[src/rtl/logic_unit_arbiter.sv]
`default_nettype none
// ============================================================================
// Module   : logic_unit_arbiter
// Brief    : Round-robin sharing of one bitwise logic unit between two
//            requesters, with a single registered response slot.
// Revision : 1.0 - initial release
// ============================================================================
module logic_unit_arbiter #(
    parameter int DATA_WIDTH = 32,
    parameter int OP_WIDTH   = 2
) (
    input  logic                  clock,
    input  logic                  reset,
    input  logic                  req0_valid,
    output logic                  req0_ready,
    input  logic [OP_WIDTH-1:0]   req0_opcode,
    input  logic [DATA_WIDTH-1:0] req0_operandA,
    input  logic [DATA_WIDTH-1:0] req0_operandB,
    input  logic                  req1_valid,
    output logic                  req1_ready,
    input  logic [OP_WIDTH-1:0]   req1_opcode,
    input  logic [DATA_WIDTH-1:0] req1_operandA,
    input  logic [DATA_WIDTH-1:0] req1_operandB,
    output logic                  rsp_valid,
    input  logic                  rsp_ready,
    output logic [DATA_WIDTH-1:0] rsp_result,
    output logic                  rsp_id,
    output logic                  rsp_isZero
);

    localparam logic [OP_WIDTH-1:0] OP_AND = OP_WIDTH'(0);
    localparam logic [OP_WIDTH-1:0] OP_OR  = OP_WIDTH'(1);
    localparam logic [OP_WIDTH-1:0] OP_XOR = OP_WIDTH'(2);

    typedef enum logic [0:0] {
        EMPTY = 1'b0,
        FULL  = 1'b1
    } state_t;

    state_t                state;
    state_t                state_next;
    logic                  last_grant;
    logic                  grant_valid;
    logic                  grant_id;
    logic                  slot_free;
    logic                  transfer;
    logic [OP_WIDTH-1:0]   sel_opcode;
    logic [DATA_WIDTH-1:0] sel_a;
    logic [DATA_WIDTH-1:0] sel_b;
    logic [DATA_WIDTH-1:0] result_next;

    always_ff @(posedge clock or negedge reset) begin
        if (!reset) begin
            state <= EMPTY;
        end else begin
            state <= state_next;
        end
    end

    always_comb begin
        grant_valid = 1'b0;
        grant_id    = 1'b0;
        slot_free   = 1'b0;
        transfer    = 1'b0;
        req0_ready  = 1'b0;
        req1_ready  = 1'b0;
        state_next  = state;

        // A tie goes to whoever did not win the last transfer.
        if (req0_valid && req1_valid) begin
            grant_valid = 1'b1;
            grant_id    = ~last_grant;
        end else if (req0_valid || req1_valid) begin
            grant_valid = 1'b1;
            grant_id    = req1_valid;
        end

        slot_free  = (state == EMPTY) || (rsp_valid && rsp_ready);
        req0_ready = reset && slot_free && grant_valid && (grant_id == 1'b0);
        req1_ready = reset && slot_free && grant_valid && (grant_id == 1'b1);
        transfer   = req0_ready || req1_ready;

        if (transfer) begin
            state_next = FULL;
        end else if (state == FULL && rsp_ready) begin
            state_next = EMPTY;
        end
    end

    always_comb begin
        sel_opcode  = grant_id ? req1_opcode   : req0_opcode;
        sel_a       = grant_id ? req1_operandA : req0_operandA;
        sel_b       = grant_id ? req1_operandB : req0_operandB;
        result_next = ~(sel_a | sel_b);
        case (sel_opcode)
            OP_AND:  result_next = sel_a & sel_b;
            OP_OR:   result_next = sel_a | sel_b;
            OP_XOR:  result_next = sel_a ^ sel_b;
            default: result_next = ~(sel_a | sel_b);
        endcase
    end

    // Payload is only sampled on the transfer edge; otherwise the slot holds.
    always_ff @(posedge clock or negedge reset) begin
        if (!reset) begin
            rsp_result <= '0;
            rsp_id     <= 1'b0;
            rsp_isZero <= 1'b1;
            last_grant <= 1'b1;
        end else if (transfer) begin
            rsp_result <= result_next;
            rsp_id     <= grant_id;
            rsp_isZero <= (result_next == '0);
            last_grant <= grant_id;
        end
    end

    assign rsp_valid = (state == FULL);

endmodule
`default_nettype wire
[config.mk]
export PLATFORM = sky130hd
export DESIGN_NAME = logic_unit_arbiter
export DESIGN_NICKNAME = d
export VERILOG_FILES = /design/src/rtl/logic_unit_arbiter.sv
export SDC_FILE = /design/constraint.sdc
export NUM_CORES = 1
export LEC_CHECK = 0
export ABC_AREA = 1
export BUFFER_PORTS_ARGS = -buffer_cell sky130_fd_sc_hd__clkbuf_2
export CAP_MARGIN = 20
export CORE_MARGIN = 5
export CORE_UTILIZATION = 50
export DETAILED_ROUTE_END_ITERATION = 7
export MAX_ROUTING_LAYER = met4
export PLACE_DENSITY = 0.82
export SKIP_LAST_GASP = 1
export SYNTH_ARGS = -nofsm -noshare
export SYNTH_HDL_FRONTEND = slang
export SYNTH_SLANG_ARGS = --single-unit
[constraint.sdc]
create_clock -name clock -period 2.65 [get_ports clock]
set_input_delay 0.3975 -clock clock [delete_from_list [all_inputs] [get_ports clock]]
set_output_delay 0.3975 -clock clock [all_outputs]
set_load 0.01 [all_outputs]
==> results.tsv, run 1 <==
metric	value	unit
final setup violation count	0	
Logic pwr share	52.3	%
CTS sink cnt	36	
worst-path cell chain	nand2_2 > nand2_4 > inv_1 > buf_12 > or2_2 > o21ai_0 > inv_1 > ha_1 > nand2_1 > nand4_1 > nor2_1 > nand3_1 > nor2_1 > nand3_1 > nand2_1	
placeable core area	0.008678	sq mm
crit path DAT	2.74	ns
syn nets	898	
syn avg cell area	6.346	sq um
Global Route Usage Sum	22.61	%
DRC	0	
CTS tree	built	
Critical Path RT	2.89	ns
placed cells	955	
final WL	12.43	mm
Port Buffers	173	
Slew Limit Headroom	43.07	%
Clock transition at path regs	0.07	ns
post-synthesis cell type count	23	
die area	0.01083	sq mm
CTS root buf	clkbuf_8	
Leakage	3.316	nW
Tightest Hold Check Type	input port to async pin	
setup TNS	0	ns
Layout area overhead	25.77	%
sequential cell area fraction in the yosys report	20.42	%
Clock Latency Late Sink	0.29	ns
switching share of power	41.79	%
MaxCap Viol Count	0	
dpl ws	0.08248	ns
Rows	34	
Slew @ Worst Pin	0.8530	ns
first-pass GRT wire length	20.44	mm
Post-CTS Hold Buffers	0	
Peak supply drop	0.2896	mV
internal power component	1.511	mW
GP Congestion	0.9183	
CP endpoint kind	register	
nets	1060	
commonest non-fill, non-tap cell in the layout	nand2_1	
Clk pwr share	18.2	%
Final period util	94.44	%
Max Clock Freq	399.6	MHz
design area	0.005563	sq mm
Layout Cells excl Fill	968	
fin crit period	2.503	ns
Worst setup SP type	register	
Wirelength per Cell	12.84	um
status	completed	
CTS H-tree depth	2	
WS Path Type	register to register	
Die Y	104.1	um
placed instance area	0.005355	sq mm
starting density of the core	50.97	%
via/cell ratio	4.985	
#FFs+latches synth	36	
YS warnings	0	
die width	104.1	um
cell area power density	466.6	mW/mm^2
vias in the first global route	4339	
PnR Total Power	2.596	mW
antenna cells	0	
switching pwr	1.085	mW
share of cells above drive strength 1	30.35	%
initial DRC count	229	
initial antenna violation count	0	
most frequent cells in the layout	nand2_1, clkbuf_2, inv_1	
Remaining Overflow, GRT	0	
Final Hold Vio Count	0	
largest net degree at the start of global routing	93	
Antenna Violating Nets Remaining	0	
via count	4825	
setup slack after layout	0.1473	ns
Post-Synthesis Cells	697	
Clock Path Buffers	2	
I/O pin cnt	174	
Reg power frac	29.5	%
TritonCTS buffer count	5	
slowest stage delay, CP	0.54	ns
critical path's slowest cell	dfstp_2	
post-DP HPWL	9.832	mm
critical path peak fanout	33	
Setup Skew	0.004189	ns
DRT Pass-1 Iters	5	
Syn Std Cell Area	0.004423	sq mm
fin. max-slew vios	0	
worst paths after layout:
check | startpoint | cells past startpoint | slack, ns | end
worst min-delay path | reset | 2 | 0.15 | rsp_valid
max in group asynchronous | reset | 2 | 2.16 | last_grant
worst min register to register | rsp_result[19] | 2 | 0.48 | rsp_result[19]
worst max register to register | last_grant | 15 | 0.15 | rsp_isZero
min in group clock | rsp_ready | 2 | 0.32 | rsp_valid
worst max-delay path | last_grant | 15 | 0.15 | rsp_isZero
timing repair:
action                                  CTS  global route
endpoints found under the setup margin    0             1
resized for setup                         0            30
buffers inserted                          0             4
per-layer routing:
layer / wire length [um] / vias to the layer above / share of wire [%] / global-route usage [%]
li1: - / 2491 / - / -
met4: 195 / 0 / 1.6 / 5.643
met3: 899 / 13 / 7.2 / 1.924
met2: 5730 / 172 / 46 / 35.70
met1: 5599 / 2149 / 45 / 31.40
met5: 0 / - / 0 / -
registers in the layout, indices dropped and copies added (netlist names):
register / cells
last_grant: 1
rsp_result: 32
rsp_valid: 1
rsp_isZero: 1
rsp_id: 1
power by group through the flow:
stage               Clock [mW]  Sequential, mW  Combinational (mW)
floorplan                    0           0.832               0.771
global placement             0           0.769                1.28
detailed placement           0           0.774                1.30
CTS                      0.479           0.767                1.31
global route             0.495           0.784                1.55
finish                   0.472           0.767                1.36
cells in the mapped netlist:
| library cell | count | area (sq um) |
|---|---|---|
| nand2_1 | 208 | 780.8 |
| inv_1 | 120 | 450.4 |
| o21ai_0 | 83 | 415.4 |
| ha_1 | 64 | 800.8 |
| nand3_1 | 45 | 225.2 |
| or2_2 | 36 | 225.2 |
| dfrtp_1 | 34 | 850.8 |
| clkbuf_1 | 23 | 86.33 |
| nand4_1 | 22 | 137.6 |
| nor2_1 | 22 | 82.58 |
| nand3b_1 | 11 | 82.58 |
| buf_6 | 8 | 90.09 |
| nand2_2 | 4 | 25.02 |
| nand2_4 | 4 | 45.04 |
| buf_2 | 3 | 15.01 |
| dfstp_2 | 2 | 52.55 |
| nor2_4 | 2 | 22.52 |
| a21oi_1 | 1 | 5.000 |
| buf_4 | 1 | 7.510 |
| inv_2 | 1 | 3.750 |
| nor2_2 | 1 | 6.260 |
| o211ai_1 | 1 | 7.510 |
| o21ai_1 | 1 | 5.000 |
per-stage QoR:
step                      utilization (%)  hold slack (ns)
final                               64.10           0.1468
after global routing                64.10           0.1947
after CTS                           62.95           0.1606
after detailed placement            61.71           0.4658
after global placement              61.71           0.4581
after floorplan                         -           0.1019
cell families after synthesis:
logic type | Yosys count | share of synthesized area, %
AND/OR/NAND/NOR | 355 | 36.92
adder cells (fa/ha/maj) | 64 | 18.10
flip-flops | 36 | 20.42
buffers and inverters | 156 | 14.77
AO/OA/AOI/OAI | 86 | 9.788
area by class of cell:
type	instances	area [sq um]
clock buffer	6	72.57
multi-input combinational	505	2914
tap	108	135.1
inverter	121	454.2
sequential	36	903.4
timing repair buffer	190	1049
clock inverter	2	35.03
fill	845	3115
worst max-delay path: cells and delay by family, from the launching register on:
family / cells / cell delay (ns)
and+or+nand+nor: 10 / 1.18
DFF: 1 / 0.54
buffers and inverters: 3 / 0.31
adders and majority gates: 1 / 0.28
AOI/OAI and AO/OA: 1 / 0.12
No activity file was read; power rests on OpenSTA's default activity.
==> inputs of run 2 (changes only) <==
--- a/config.mk
+++ b/config.mk
@@ -13,6 +13,7 @@
 export DETAILED_ROUTE_END_ITERATION = 7
 export MAX_ROUTING_LAYER = met4
 export PLACE_DENSITY = 0.82
+export SETUP_SLACK_MARGIN = 0.2
 export SKIP_LAST_GASP = 1
 export SYNTH_ARGS = -nofsm -noshare
 export SYNTH_HDL_FRONTEND = slang
==> run 2 against run 1 <==
  * Flip-flop and latch count did not move
  * Worst setup slack worse by 0.096 ns
  * Hold slack worse by 0.0046 ns
  * Design area grew 11%
==> results.tsv, run 2 (same netlist as run 1, synthesis figures left out) <==
metric	value	unit	change
status	completed		
Worst setup SP type	register		
met2 Track Usage GR	40.12	%	+4.4 points
Layout area overhead	39.69	%	
via/cell ratio	5.323		+6.8%
Clock Path Buffers	2		unchanged
WS Path Type	register to register		
met1 Use GR	34.47	%	+3.1 points
die width	104.1	um	unchanged
CTS tree	built		
Final Hold Vio Count	0		unchanged
Port Buffers	173		unchanged
initial antenna violation count	1		+1
final setup violation count	0		unchanged
Tightest Hold Check Type	input port to async pin		
final WL	15.70	mm	+26%
max FFs per register	32		unchanged
CTS root buf	clkbuf_8		
Setup Skew	0.002963	ns	-0.001226 ns
via count	5312		+10%
worst hold slack	0.1423	ns	-0.004560 ns
Slew Limit Headroom	65.59	%	+23 points
fin crit period	2.598	ns	+0.09564 ns
die area	0.01083	sq mm	unchanged
share of cells above drive strength 1	36.78	%	+6.4 points
Leakage	3.571	nW	+7.7%
Clock Latency Late Sink	0.29	ns	about the same
placeable core area	0.008678	sq mm	unchanged
largest net degree at the start of global routing	47		-49%
TritonCTS buffer count	5		unchanged
crit path DAT	2.83	ns	+0.09 ns
vias in the first global route	4788		+10%
CTS H-tree depth	2		unchanged
post-DP HPWL	9.832	mm	unchanged
RSZ-0062 raised after global routing	yes		
Final period util	98.05	%	+3.6 points
DRT Pass-1 Iters	6		+1
Critical Path RT	2.88	ns	about the same
MaxCap Viol Count	0		unchanged
setup slack after layout	0.05169	ns	-0.09564 ns
nets	1089		+2.7%
Max Clock Freq	384.9	MHz	-3.7%
Global Route Usage Sum	26.14	%	+3.5 points
Post-CTS Hold Buffers	0		unchanged
initial DRC count	534		+130%
Rows	34		unchanged
Peak supply drop	0.2949	mV	+1.8%
DRC	0		unchanged
fin. max-slew vios	0		unchanged
CTS sink cnt	36		unchanged
Die Y	104.1	um	unchanged
Wirelength per Cell	15.73	um	+23%
commonest non-fill, non-tap cell in the layout	nand2_1		
Top Usage Layer GRT	met2		
GP Congestion	0.9183		unchanged
Slew @ Worst Pin	0.5156	ns	-0.3374 ns
starting density of the core	50.97	%	unchanged
Reg with most FFs	rsp_result		
cell area power density	475.4	mW/mm^2	+1.9%
Remaining Overflow, GRT	0		unchanged
dpl ws	0.08248	ns	unchanged
most frequent cells in the layout	nand2_1, clkbuf_2, inv_1		
first-pass GRT wire length	23.10	mm	+13%
met3 Use GR	3.724	%	+1.8 points
Clock transition at path regs	0.07	ns	about the same
critical path peak fanout	6		-82%
CP endpoint kind	register		
I/O pin cnt	174		unchanged
Antenna Violating Nets Remaining	0		unchanged
==> run 2: final timing paths <==
| path | end | depth (start not counted) | slack, ns | from |
|---|---|---|---|---|
| worst min-delay path | rsp_valid | 2 | 0.14 | reset |
| worst max register to register | rsp_isZero | 17 | 0.05 | last_grant |
| worst max-delay path | rsp_isZero | 17 | 0.05 | last_grant |
| worst min register to register | rsp_result[19] | 2 | 0.48 | rsp_result[19] |
| min in group clock | rsp_valid | 2 | 0.32 | rsp_ready |
| max in group asynchronous | rsp_isZero | 2 | 2.16 | reset |
==> run 2: area by class of cell <==
cell class	instances	area, sq um
multi-input cells	507	3115
fillers	728	2500
repair buffers	217	1453
flip-flops and latches	36	903.4
inverters	121	461.7
well taps	108	135.1
clock buffers	6	72.57
clock inverters	2	35.03
diodes	1	2.502
==> run 2: repair_timing <==
action,4_1_cts,5_1_grt
resized for setup,81,39
hold endpoints to repair,0,0
setup endpoints to repair,1,9
pin swaps,27,31
setup buffers,12,11
cloned,6,5
==> run 2: worst max-delay path: stages, from the launching register on <==
cell and delay [ns]:
dfstp_2 0.56, nand2_4 0.09, nand2_8 0.09, buf_4 0.13, buf_12 0.14, buf_16 0.14
nand2_1 0.05, o21ai_1 0.13, ha_1 0.29, o21ai_1 0.18, nand3_1 0.10, nand2_1 0.10
nand2_1 0.08, nor2_2 0.11, nand2_1 0.07, nor2_1 0.11, nand3_1 0.09, nand2_1 0.07
==> run 2: report_power, final <==
group / total (mW) / switching [mW] / internal, mW
Combinational: 1.70 / 0.978 / 0.721
Clock: 0.471 / 0.192 / 0.279
Sequential: 0.767 / 0.0790 / 0.688
Total: 2.94 / 1.25 / 1.69
==> run 2: layer usage <==
layer | share of wire [%] | vias up
li1 | - | 2558
met1 | 40 | 2372
met2 | 46 | 311
met3 | 9.1 | 71
met4 | 5.1 | 0
met5 | 0 | -
==> run 2: per-stage QoR <==
step | power (mW) | instance area (sq um) | TNS (ns) | utilization (%) | cells
6_report | 2.937 | 6178 | 0 | 71.19 | 998
5_1_grt | 3.144 | 6178 | -0.03464 | 71.19 | 998
4_1_cts | 2.746 | 5859 | 0 | 67.52 | 981
3_5_place_dp | 2.073 | 5355 | 0 | 61.71 | 955
3_3_place_gp | 2.053 | 5355 | 0 | 61.71 | 955
2_1_floorplan | 1.602 | 4423 | 0 | - | 697
==> inputs of run 3 (changes only) <==
--- a/config.mk
+++ b/config.mk
@@ -6,13 +6,13 @@
 export NUM_CORES = 1
 export LEC_CHECK = 0
 export ABC_AREA = 1
-export BUFFER_PORTS_ARGS = -buffer_cell sky130_fd_sc_hd__clkbuf_2
 export CAP_MARGIN = 20
 export CORE_MARGIN = 5
-export CORE_UTILIZATION = 50
+export CORE_UTILIZATION = 60
 export DETAILED_ROUTE_END_ITERATION = 7
+export DONT_BUFFER_PORTS = 1
 export MAX_ROUTING_LAYER = met4
-export PLACE_DENSITY = 0.82
+export PLACE_DENSITY = 0.76
 export SETUP_SLACK_MARGIN = 0.2
 export SKIP_LAST_GASP = 1
 export SYNTH_ARGS = -nofsm -noshare
==> run 3 against run 2 <==
  * Clock power up 2%
  * Register-to-register slack better by 0.13 ns
  * Critical path depth unchanged
  * Clock skew up 0.0050 ns
  * Critical path type unchanged
==> results.tsv, run 3 (same netlist as run 1, synthesis figures left out) <==
metric	value	unit	change
status	completed		
via count	4514		-15%
die width	95.86	um	-7.9%
Leakage	2.792	nW	-22%
Clock Path Buffers	2		unchanged
placed instance area	0.004458	sq mm	-17%
cell area power density	509.8	mW/mm^2	+7.2%
initial antenna violation count	0		-1
share of cells above drive strength 1	20.20	%	-17 points
Setup Skew	0.007919	ns	+0.004956 ns
starting density of the core	61.31	%	+10 points
largest net degree at the start of global routing	52		+11%
critical path peak fanout	5		-1
die area	0.009189	sq mm	-15%
Slew Limit Headroom	62.15	%	-3.4 points
Reg with most FFs	rsp_result		
DRC	0		unchanged
placeable core area	0.007214	sq mm	-17%
Layout Utilization	71.23	%	about the same
Worst setup SP type	register		
CTS sink cnt	36		unchanged
design area	0.005139	sq mm	-17%
TritonCTS buffer count	5		unchanged
PnR Total Power	2.620	mW	-11%
Hold Startpoint	rsp_ready		
GP Congestion	0.8455		-7.9%
MaxCap Viol Count	0		unchanged
antenna cells	0		-1
fin. max-slew vios	0		unchanged
Layout Cells excl Fill	812		-19%
nets	913		-16%
Die Y	95.86	um	-7.9%
Tightest Hold Check Type	input port to register		
CTS tree	built		
placed cells	772		-19%
most frequent cells in the layout	nand2_1, inv_1, ha_1		
CTS root buf	clkbuf_8		
r2r startpoint	last_grant		
Final Hold Vio Count	0		unchanged
final WL	13.46	mm	-14%
Critical Path RT	2.89	ns	about the same
Global Route Usage Sum	27.04	%	+0.90 points
Final period util	93.25	%	-4.8 points
Peak supply drop	0.2424	mV	-18%
I/O pin cnt	174		unchanged
fin crit period	2.471	ns	-0.1271 ns
via/cell ratio	5.559		+4.4%
Layout area overhead	16.18	%	
CP endpoint kind	register		
Max Clock Freq	404.7	MHz	+5.1%
Rows	31		-8.8%
initial DRC count	413		-23%
vias in the first global route	4148		-13%
commonest non-fill, non-tap cell in the layout	nand2_1		
Wirelength per Cell	16.57	um	+5.4%
Clock Latency Late Sink	0.29	ns	about the same
CP startpoint	last_grant		
Slew @ Worst Pin	0.5664	ns	+0.05077 ns
CTS H-tree depth	2		unchanged
DRT Pass-1 Iters	5		-1
Antenna Violating Nets Remaining	0		unchanged
Clock transition at path regs	0.08	ns	about the same
crit path DAT	2.71	ns	-0.12 ns
first-pass GRT wire length	19.19	mm	-17%
r2r setup slk	0.18	ns	+0.13 ns
RSZ-0062 raised after global routing	yes		
Remaining Overflow, GRT	0		unchanged
final setup violation count	0		unchanged
setup TNS	0	ns	unchanged
max FFs per register	32		unchanged
WS Path Type	register to register		
Port Buffers	0		-100%
post-DP HPWL	9.138	mm	-7.1%
run 3: cell types whose count changed in the layout (fill, tap and decap cells not counted), moves of 2 or more:
cell / previous run / this run
buf_4: 28 / 31
clkbuf_2: 173 / 0
buf_12: 5 / 3
buf_16: 6 / 3
o21ai_2: 29 / 27
o21ai_0: 34 / 47
ha_1: 59 / 62
ha_2: 2 / 0
o21ai_1: 21 / 10
run 3: area by class of cell:
class | instances | area, sq um
clock buffers | 6 | 72.57
clock inverters | 2 | 35.03
fillers | 607 | 2076
inverters | 121 | 461.7
multi-input cells | 507 | 3082
flip-flops and latches | 36 | 903.4
well taps | 99 | 123.9
repair buffers | 41 | 460.4
run 3: worst max-delay path, cell delays in order (launching register included):
cell	delay [ns]
dfstp_2	0.57
nand2_4	0.08
nand2_8	0.09
inv_8	0.05
buf_4	0.15
or2_2	0.28
o21ai_2	0.08
inv_1	0.09
ha_4	0.22
o21ai_2	0.17
nand3_2	0.09
nand2_2	0.10
nand2_1	0.06
nor2_1	0.09
nand2_1	0.07
nor2_1	0.10
nand3_1	0.07
nand2_1	0.07
run 3: timing repair:
item,CTS,global route
pin swaps,17,40
endpoints found under the hold margin,36,0
resized for setup,54,40
hold buffers,2,0
buffers inserted,13,10
setup endpoints to repair,1,3
cloned,2,5
run 3: worst paths after layout:
| check | depth (start not counted) | endpoint |
|---|---|---|
| max | 17 | rsp_isZero |
| min | 1 | rsp_valid |
| max reg2reg | 17 | rsp_isZero |
| min reg2reg | 2 | last_grant |
| max in group asynchronous | 2 | rsp_isZero |
| min in group asynchronous | 2 | rsp_result[14] |
run 3: report_power, final:
| group | total (mW) | switching (mW) | leakage, nW | internal, mW |
|---|---|---|---|---|
| Combinational | 1.28 | 0.764 | 2.29 | 0.516 |
| Sequential | 0.859 | 0.171 | 0.449 | 0.688 |
| Clock | 0.481 | 0.202 | 0.0552 | 0.279 |
run 3: per-layer routing:
| layer | track usage (%) | part of all wire [%] | vias up |
|---|---|---|---|
| li1 | - | - | 2203 |
| met1 | 35.73 | 42 | 2059 |
| met2 | 43.08 | 47 | 228 |
| met3 | 2.658 | 8.6 | 24 |
| met4 | 9.716 | 2.0 | 0 |
| met5 | - | 0 | - |
run 3: per-stage QoR:
| step | hold slack [ns] | setup WS [ns] |
|---|---|---|
| final | 0.2100 | 0.1788 |
| after global routing | 0.2081 | 0.1099 |
| after CTS | 0.2064 | 0.2091 |
| after detailed placement | 0.1029 | 0.03601 |
| after global placement | 0.1028 | 0.06201 |
| after floorplan | 0.1019 | 0.2006 |
